File: src/rtl/ctrl_ex.sv
// Execute-stage control for the 16-bit Thumb-subset pipeline: EX/MEM instruction register,
// ALU op/immediate decode, load-use bubble insertion and the LDR data-memory handshake.
module ctrl_ex #(
    parameter int          TIMEOUT = 16,
    parameter logic [15:0] NOP_IR  = 16'h0000
) (
    input  logic        clk,
    input  logic        rst,
    input  logic [15:0] i_ir_ex,
    input  logic        i_dmem_ack,
    output logic [15:0] o_ir_mem_r,
    output logic [2:0]  o_alu_op_r,
    output logic [7:0]  o_imm_r,
    output logic        o_dmem_req_r,
    output logic        o_dmem_err_r,
    output logic        o_stall,
    output logic        o_hold
);

    localparam int CW = (TIMEOUT > 2) ? $clog2(TIMEOUT) : 1;
    localparam logic [CW-1:0] CNT_LAST = CW'(TIMEOUT - 1);

    localparam logic [0:0] ST_RUN  = 1'b0;
    localparam logic [0:0] ST_WAIT = 1'b1;

    localparam logic [2:0] OP_NOP  = 3'd0;
    localparam logic [2:0] OP_ADD  = 3'd1;
    localparam logic [2:0] OP_SUB  = 3'd2;
    localparam logic [2:0] OP_MOVI = 3'd3;
    localparam logic [2:0] OP_MOVR = 3'd4;
    localparam logic [2:0] OP_LDR  = 3'd5;

    logic [0:0]    state_r;
    logic [CW-1:0] cnt_r;

    logic [2:0] dec_op_s;
    logic [7:0] dec_imm_s;
    logic [3:0] dec_src_s;
    logic       dec_has_src_s;
    logic       mem_is_ldr_s;
    logic       hazard_s;
    logic       stall_s;

    // Decode the EX instruction into ALU op, immediate and source register
    always_comb begin
        dec_op_s      = OP_NOP;
        dec_imm_s     = 8'h00;
        dec_src_s     = 4'h0;
        dec_has_src_s = 1'b0;
        casez (i_ir_ex[15:7])
            9'b0001110??: begin
                dec_op_s      = OP_ADD;
                dec_imm_s     = {5'b00000, i_ir_ex[8:6]};
                dec_src_s     = {1'b0, i_ir_ex[5:3]};
                dec_has_src_s = 1'b1;
            end
            9'b101100001: begin
                dec_op_s      = OP_SUB;
                dec_imm_s     = {1'b0, i_ir_ex[6:0]};
                dec_src_s     = 4'd13;
                dec_has_src_s = 1'b1;
            end
            9'b00100????: begin
                dec_op_s  = OP_MOVI;
                dec_imm_s = i_ir_ex[7:0];
            end
            9'b01000110?: begin
                dec_op_s      = OP_MOVR;
                dec_src_s     = i_ir_ex[6:3];
                dec_has_src_s = 1'b1;
            end
            9'b01101????: begin
                dec_op_s      = OP_LDR;
                dec_imm_s     = {3'b000, i_ir_ex[10:6]};
                dec_src_s     = {1'b0, i_ir_ex[5:3]};
                dec_has_src_s = 1'b1;
            end
            default: begin
                dec_op_s      = OP_NOP;
                dec_imm_s     = 8'h00;
                dec_src_s     = 4'h0;
                dec_has_src_s = 1'b0;
            end
        endcase
    end

    assign mem_is_ldr_s = (o_ir_mem_r[15:11] == 5'b01101);
    // The LDR destination is only visible to consumers once it leaves MEM, hence the bubble.
    assign hazard_s     = mem_is_ldr_s && dec_has_src_s && (dec_src_s == {1'b0, o_ir_mem_r[2:0]});
    assign stall_s      = (state_r == ST_WAIT) && !i_dmem_ack;
    assign o_stall      = stall_s;
    assign o_hold       = stall_s || hazard_s;

    // EX/MEM register, op/imm registers and the LDR request FSM
    always_ff @(posedge clk) begin
        if (!rst) begin
            o_ir_mem_r   <= NOP_IR;
            o_alu_op_r   <= OP_NOP;
            o_imm_r      <= 8'h00;
            o_dmem_req_r <= 1'b0;
            o_dmem_err_r <= 1'b0;
            state_r      <= ST_RUN;
            cnt_r        <= '0;
        end else begin
            o_dmem_err_r <= 1'b0;
            if (stall_s) begin
                if (cnt_r == CNT_LAST) begin
                    // Timeout: drop the request and squash the stuck LDR.
                    o_dmem_req_r <= 1'b0;
                    o_dmem_err_r <= 1'b1;
                    o_ir_mem_r   <= NOP_IR;
                    o_alu_op_r   <= OP_NOP;
                    o_imm_r      <= 8'h00;
                    state_r      <= ST_RUN;
                    cnt_r        <= '0;
                end else begin
                    cnt_r <= cnt_r + CW'(1);
                end
            end else if (hazard_s) begin
                o_ir_mem_r   <= NOP_IR;
                o_alu_op_r   <= OP_NOP;
                o_imm_r      <= 8'h00;
                o_dmem_req_r <= 1'b0;
                state_r      <= ST_RUN;
            end else begin
                o_ir_mem_r <= i_ir_ex;
                o_alu_op_r <= dec_op_s;
                o_imm_r    <= dec_imm_s;
                if (dec_op_s == OP_LDR) begin
                    o_dmem_req_r <= 1'b1;
                    cnt_r        <= '0;
                    state_r      <= ST_WAIT;
                end else begin
                    o_dmem_req_r <= 1'b0;
                    state_r      <= ST_RUN;
                end
            end
        end
    end

endmodule

File: config.mk
export PLATFORM = sky130hd
export DESIGN_NAME = ctrl_ex
export DESIGN_NICKNAME = d
export VERILOG_FILES = /design/src/rtl/ctrl_ex.sv
export SDC_FILE = /design/constraint.sdc
export NUM_CORES = 1
export LEC_CHECK = 0
export CAP_MARGIN = 10
export CORE_ASPECT_RATIO = 1.4
export CORE_UTILIZATION = 46
export DETAILED_ROUTE_END_ITERATION = 16
export PLACE_DENSITY_LB_ADDON = 0.1
export REMOVE_ABC_BUFFERS = 1
export SLEW_MARGIN = 10
export SYNTH_ARGS = -nofsm -noshare
export SYNTH_HDL_FRONTEND = slang
export SYNTH_SLANG_ARGS = --single-unit
File: constraint.sdc
create_clock -name clk -period 1.9 [get_ports clk]
set_clock_uncertainty 0.2 [all_clocks]
set_input_delay 0.19 -clock clk [delete_from_list [all_inputs] [get_ports clk]]
set_output_delay 0.19 -clock clk [all_outputs]
set_load 0.05 [all_outputs]
* Word-level counts from Yosys, hierarchy flattened *
Index checks and enable logic that the tools add are counted.

cells by class
  multiply operators = 0
  equal/unequal tests = 11
  $lt $le $gt $ge = 0
  reductions and logical operators = 10
  div/mod/pow operators = 0
  shift-type cells = 0
  add/subtract/negate cells = 1
  bitwise logic cells = 0
  multiplexer cells = 22

operator list
  operator             count
  $mux 16              3
  $pmux 8 s4           1
  $mux 8               3
  $mux 4               4
  $pmux 3 s5           1
  $pmux 4 s3           1
  $eq 5x4->1 const B   2
  $eq 9x9->1 const B   1
  $mux 3               3
  $eq 8x7->1 const B   1
  $eq 7x4->1 const B   1
  $mux 1               6
  $eq 5x3->1 const B   1
  $add 4x1->4 const B  1
  $eq 4x3->1           1
  $eq 4x4->1 const B   1
  $ne 2x1->1 const B   2
  $reduce_and 2->1     2
  $reduce_or 4->1      1
  $eq 3x3->1 const B   1
  $logic_and 1x1->1    3
  $reduce_bool 2->1    1
  $reduce_or 2->1      1
  $logic_not 1->1      1
  $logic_or 1x1->1     1

word-level totals
  word-level logic and storage cells = 50
  latch bits = 0
  output and inout bits = 31
  memory bits (read-only) = 0
  memory bits (writable) = 0
  memories = 0
  bits of input ports = 19
  bits in registers = 33

* Logic depth before layout (Yosys ltp) *
Gate-level depths: netlist (run 1).

  depth after elaboration = 7
  mapped depth = 8
  mapped depth without buffers = 5

* Worst setup path after synthesis (run 1) *
OpenSTA, ideal clock, no wires.

  path kind = reg-to-output
  start = reg o_ir_mem_r[13]
  end = out o_hold
  arrival = 2709 ps
  buffers on the path = 1
  cell stages (with the launch flop) = 6
  path slack = -1199 ps
  required time = 1510 ps
  cell sequence = dfxtp_1 -> nor4bb_1 -> nand2_1 -> or3_1 -> buf_2 -> o21ai_0

on the way
  longest elaborated chain between the ends = 4

ends and longest elaborated chain
  element                         line  text
  from (decl)                     11    output logic [15:0] o_ir_mem_r,
  from (signal assigned)          126   o_ir_mem_r <= i_ir_ex;
  $eq 5x4->1                      87    assign mem_is_ldr_s = (o_ir_mem_r[15:11] == 5'b01101);
  $logic_and 1x1->1 (2 in a row)  89    assign hazard_s = mem_is_ldr_s && dec_has_src_s && (dec_src_s == {1'b0, o_ir_mem_r[2:0]});
  $logic_or 1x1->1                92    assign o_hold = stall_s || hazard_s;
  to (decl)                       17    output logic o_hold

No other way between the ends.

* Final worst setup path (run 1) *
  start = reg o_ir_mem_r[12]
  end = out o_hold

The elaborated chain is that of the path after synthesis.

==> out/qor.yml, run 1 <==
die:
  dieArea_sq_um: 3670
  boundaryPins: 50
  coreArea_sq_um: 3180
  initial_utilization_pct: 49.6
  rows: 24
  dieHeight_um: 71.3
  die_width_um: 51.5
setup_path:
  crit_path_max_fanout: 2
  r2r_cells: 7
  start_kind: "register"
  crit_type: "reg -> out"
  end_kind: "output pin"
  worstPathRequired_ns: 1.51
  critPathArrivalTime_ns: 1.78
yosys:
  ys_ff_latch: 33
  ys_warn_count: 0
  syn-cell-area_sq_um: 1580
  synth_area_leader_cell: "dfxtp_1"
  yosysSeqAreaShare_pct: 41.8
  ys_async_sr_fraction_pct: 0
  synth.distinct_cells: 46
  synth_edf_count: 0
  synth_commonest_cells: "nand2_1 (37), dfxtp_1 (33), o21ai_0 (21)"
  synthCells: 178
  synthMostInstantiatedCell: "nand2_1"
  ys.flop_type: "dfxtp_1"
  synth_top_area_share_pct: 41.8
  synth.area.top_cells: "dfxtp_1 (42%), nand2_1 (8.8%), o21ai_0 (6.7%), a32o_1 (5.1%), nand3_1 (2.5%)"
  synth_area_per_cell_sq_um: 8.87
hold_path:
  hold_path.class: "in -> reg"
  holdPathStages: 4
clock_network:
  clock_latency_ns: 0.30
  cts_root_buffer: "clkbuf_8"
  cts_sinks: 33
  htree_levels: 2
  clock_path_buffers: 2
  cts_hold_buffers: 0
  tritoncts: "yes"
  clk_pin_slew_ns: 0.08
  cts_buffers: 5
pwr:
  powerDensity_nw_per_um2: 580
  ir_drop_uv: 619
  p_leak_nw: 1.15
run_status:
  violations: "setup timing"
  status: "complete, but fails checks"
routing:
  first_pass_iters: 4
  routedWlPerCell_um: 19.4
  drtAntennaViolNets: 0
  routed_via_density: 6.02
  drcViolationCount: 0
  drt_wl_total_mm: 6.08
  route.vias.total: 1885
  first_iter_violations: 83
finish:
  stdcell_area_sq_um: 2750
  area_delta_synth_final_pct: 74.1
  num-nets-final: 293
  seqCellArea_sq_um: 664
  multi_input_area_sq_um: 1000
  post-route-util_pct: 86.4
  drive_gt1_share_pct: 40.5
  num-fill-cells: 175
  diodes: 0
  fin_cells: 313
job:
  cap_violations: 0
sta:
  slew_viol_final: 0
  layout_setup_ws_ns: -0.266
  max_slew.worst_pin.slew_ns: 0.509
  hold_viol_final: 0
  max_freq_ghz: 0.462
  period_needed_ns: 2.17
  period_share_pct: 114
  rsz0062_at_grt: "yes"
  relSlewSlack_pct: 65.9
  finalSetupViolCount: 25
global_routing:
  grt_max_degree: 19
  grt_pass1_vias: 1782
  grt_pass1_wl_mm: 7.86
  grt_use_total_pct: 28.6
  antenna_found_initial: 0
  grt.overflow.total: 0
placement:
  gp_congestion: 0.844
  dp_cells: 296
  post-place-ws_ns: -0.456
  io_buffers: 49
  place_area_sq_um: 2410
  hpwl_mm: 3.53
==> placed cells by master, fill, tap and decap left out, types with 2 or more instances in the layout <==
cell type and count:
nand3_1 8, a41oi_1 2, buf_12 4, o21ai_4 2, xnor2_1 3, buf_6 4, o21ai_2 15, nand2_1 36
dlymetal6s2s_1 3, inv_1 2, buf_4 55, dfxtp_1 30, a32o_1 8, clkbuf_16 2, nor2_1 4, nor2b_1 3
and2_1 4, a22oi_1 3, dfxtp_2 3, dlygate4sd2_1 6, clkbuf_8 5, clkinv_2 2, o21ai_0 3, and4_1 2
clkdlybuf4s50_1 25, a32oi_1 2, and4bb_2 2, nand4b_1 3
==> report_power, final <==
part | total, mW | switching [mW] | internal, mW
Combinational | 0.335 | 0.186 | 0.148
Sequential | 0.730 | 0.0151 | 0.714
Clock | 0.531 | 0.278 | 0.253
Total | 1.59 | 0.479 | 1.12
==> repair_timing <==
item | in CTS | in global routing
gates cloned | 0 | 3
setup endpoints to repair | 30 | 24
pin swaps | 8 | 22
setup buffers | 3 | 3
resized for setup | 21 | 46
==> routing by layer <==
layer  vias to the layer above  wire (um)  GRT usage (%)
met5                         -          0              0
met3                        26        347           6.16
met4                         0        282           11.1
li1                        854          -              -
met1                       903       2230           30.5
met2                       102       3220           53.0
==> through the flow <==
stage	power, mW	hold WS [ns]	TNS (ns)
after detailed placement	1.04	0.243	-10.82
final	1.59	0.185	-2.55
after CTS	1.57	0.176	-0.392
after global placement	1.04	0.236	-9.64
after global routing	1.64	0.197	-3.58
after floorplan	0.876	0.104	-13.59
==> worst max-delay path, cell delays in order, from the launching register on <==
cell and delay, ns:
dfxtp_2 0.34, nor4bb_4 0.31, nand2_2 0.12, or3_4 0.40
o21ai_4 0.16, buf_12 0.15
==> flip-flops by register name, summed over array words and instances, names as in the netlist <==
| name | flops |
|---|---|
| o_imm_r | 8 |
| o_dmem_err_r | 1 |
| cnt_r | 4 |
| state_r | 1 |
| o_alu_op_r | 3 |
| o_ir_mem_r | 16 |
==> cell type report <==
cell class | instances | area share [%]
clock inverters | 3 | 0.637
well taps | 39 | 1.78
clock buffers | 5 | 2.50
flip-flops and latches | 33 | 24.2
repair buffers | 100 | 34.1
multi-input cells | 131 | 36.5
inverters | 2 | 0.273
==> worst paths after layout <==
path,start,endpoint,slack [ns]
setup reg to reg,o_ir_mem_r[12],o_ir_mem_r[2],-0.13
setup / recovery,o_ir_mem_r[12],o_hold,-0.27
hold reg to reg,o_alu_op_r[0],o_alu_op_r[0],0.26
hold / removal,i_ir_ex[10],o_ir_mem_r[10],0.19
==> logic make-up (layout without fill, tap and decap cells) <==
family	after synthesis	in the layout	synth area share, %
xor+xnor	3	3	1.66
compound gates	50	50	23.7
fa+ha+maj	1	1	0.792
buf+inv	14	110	3.96
simple gates	77	77	28.1
flops	33	33	41.8
Power figures use the tool's default switching activity.
==> inputs of run 2 (changes only) <==
CELL_PAD_IN_SITES_DETAIL_PLACEMENT = 1   (was unset)
CELL_PAD_IN_SITES_GLOBAL_PLACEMENT = 2   (was unset)
CORE_UTILIZATION = 26   (was 46)
SETUP_SLACK_MARGIN = 0.15   (was unset)
==> run 2 against run 1 <==
  * The flow still finishes with violations (setup timing)
  * Sequential power barely moved
  * Critical endpoint unchanged
  * Final cell count rose by 11%
  * Clock power barely moved
  * Sequential share of layout area fell by 0.064 points
  * Core utilization fell by 39 points
  * Combinational power fell by 2%
  * Highest routed layer unchanged
  * Clock-buffer cell count rose by 2
  * Hold slack improved by 0.052 ns
  * Non-clock buffer count rose by 4
  * Register-to-register slack got worse by 0.02 ns
==> out/qor.yml, run 2 (synthesis gave the netlist of run 1 again) <==
run_status:
  status: "complete, but fails checks"
  violations: "setup timing"
die:
  dieArea_sq_um: 6390
  initial_utilization_pct: 26.9
  rows: 33
  dieHeight_um: 94.2
  boundaryPins: 50
  die_width_um: 67.9
  coreArea_sq_um: 5860
setup_path:
  crit_family: "simple AND/OR/NAND/NOR gates"
  end_kind: "output pin"
  start_kind: "register"
  worstPathRequired_ns: 1.51
  crit_type: "reg -> out"
  path_buf_inv: 1
  max_stage_delay_ns: 0.39
  cpMaxStageDelayCell: "or3_4"
  critPathArrivalTime_ns: 1.74
  cp_cell_sequence: "nor4bb_4, nand2_2, or3_4, o21ai_4, buf_12"
  crit_path_max_fanout: 2
clock_network:
  cts_buffers: 5
  cts_hold_buffers: 0
  clock_path_buffers: 2
  clk_pin_slew_ns: 0.07
  htree_levels: 2
  tritoncts: "yes"
  clock_latency_ns: 0.28
  cts_root_buffer: "clkbuf_8"
  cts_sinks: 33
finish:
  drive_gt1_share_pct: 43.3
  layout_common_cells: "buf_4 (65), nand2_1 (36), dfxtp_1 (29), dlygate4sd2_1 (18), o21ai_2 (11)"
  num-fill-cells: 691
  area_delta_synth_final_pct: 74.9
  final_common_cell: "buf_4"
  largest_register_ffs: 16
  stdcell_area_sq_um: 2760
  post-route-util_pct: 47.1
  multi_input_area_sq_um: 1010
  fin_cells: 347
  regMostFlops: "o_ir_mem_r"
  largestRegisters: "o_ir_mem_r x16, o_imm_r x8, cnt_r x4"
  num-nets-final: 297
  seqCellArea_sq_um: 666
  diodes: 0
placement:
  place_area_sq_um: 2390
  post-place-ws_ns: -0.525
  io_buffers: 49
  dp_cells: 328
  hpwl_mm: 4.23
  gp_congestion: 0.804
pwr:
  pwr-share-seq_pct: 45.9
  powerDensity_nw_per_um2: 575
  power.share.switching_pct: 27.6
  ir_drop_uv: 362
  power.share.clock_pct: 33.4
  combPwrFrac_pct: 20.7
  p_int_mw: 1.15
  p_sw_mw: 0.438
  p_leak_nw: 1.18
sta:
  relSlewSlack_pct: 67.0
  rsz0062_at_grt: "yes"
  finalSetupViolCount: 7
  hold_viol_final: 0
  slew_viol_final: 0
  period_needed_ns: 2.13
  max_freq_ghz: 0.470
  period_share_pct: 112
  hold_ws_ns: 0.237
  layout_setup_ws_ns: -0.229
  max_slew.worst_pin.slew_ns: 0.497
global_routing:
  grt.overflow.total: 0
  antenna_found_initial: 0
  grt_pass1_wl_mm: 8.80
  grt_use_total_pct: 18.6
  grt_pass1_vias: 1820
  grt_max_degree: 17
routing:
  drcViolationCount: 0
  first_pass_iters: 4
  first_iter_violations: 60
  drtAntennaViolNets: 0
  routed_via_density: 4.99
  routedWlPerCell_um: 15.9
  drt_wl_total_mm: 5.53
  route.vias.total: 1733
hold_path:
  hold_path.class: "in -> reg"
job:
  cap_violations: 0
==> run 2: cell count changes in the layout (fill, tap and decap cells not counted), moves of 4 or more <==
cell,delta
o21ai_2,-4
dlygate4sd2_1,+12
clkdlybuf4s50_1,-16
buf_4,+10
o21ai_1,+7
==> run 2: worst paths after layout <==
check / from / endpoint / slack, ns / cells after the start
max: o_ir_mem_r[12] / o_hold / -0.23 / 5
min reg2reg: o_ir_mem_r[5] / o_ir_mem_r[5] / 0.26 / 2
min: i_ir_ex[11] / o_ir_mem_r[11] / 0.24 / 3
max reg2reg: o_ir_mem_r[12] / o_ir_mem_r[6] / -0.15 / 6
==> run 2: routing by layer <==
metal	wire, um	vias to the layer above	GRT usage (%)
met2	3040	32	34.2
met1	2280	843	20.9
met3	163	4	3.64
met4	46	0	5.03
met5	0	-	0
li1	-	854	-
==> run 2: power by group through the flow <==
stage	logic [mW]	clock network (mW)	registers, mW
after floorplan	0.0582	0	0.818
after global placement	0.300	0	0.741
after detailed placement	0.303	0	0.743
after CTS	0.318	0.553	0.729
after global routing	0.349	0.586	0.731
final	0.329	0.531	0.729
==> run 2: layout make-up <==
| cell class | count | share of cell area [%] |
|---|---|---|
| clock buffers | 7 | 3.13 |
| inverters | 2 | 0.272 |
| multi-input cells | 131 | 36.6 |
| flip-flops and latches | 33 | 24.1 |
| well taps | 70 | 3.17 |
| repair buffers | 104 | 32.8 |
==> run 2: worst register-to-register path: cells and delay by family (launching register included) <==
family / cells / cell delay, ns
buf+inv: 2 / 0.26
flops: 1 / 0.34
simple gates: 3 / 0.93
compound gates: 1 / 0.23
==> run 2: per-stage QoR <==
step	power, mW	TNS, ns
global placement	1.04	-10.38
CTS	1.60	-0.299
detailed placement	1.05	-12.43
finish	1.59	-0.641
floorplan	0.876	-13.59
global route	1.67	-2.78
==> run 2: timing repair <==
action                                  4_1_cts  5_1_grt
setup buffers                                 5        6
gates resized for setup                      71       15
cloned                                        1        0
endpoints found under the setup margin       37       32
pin swaps                                    28        5
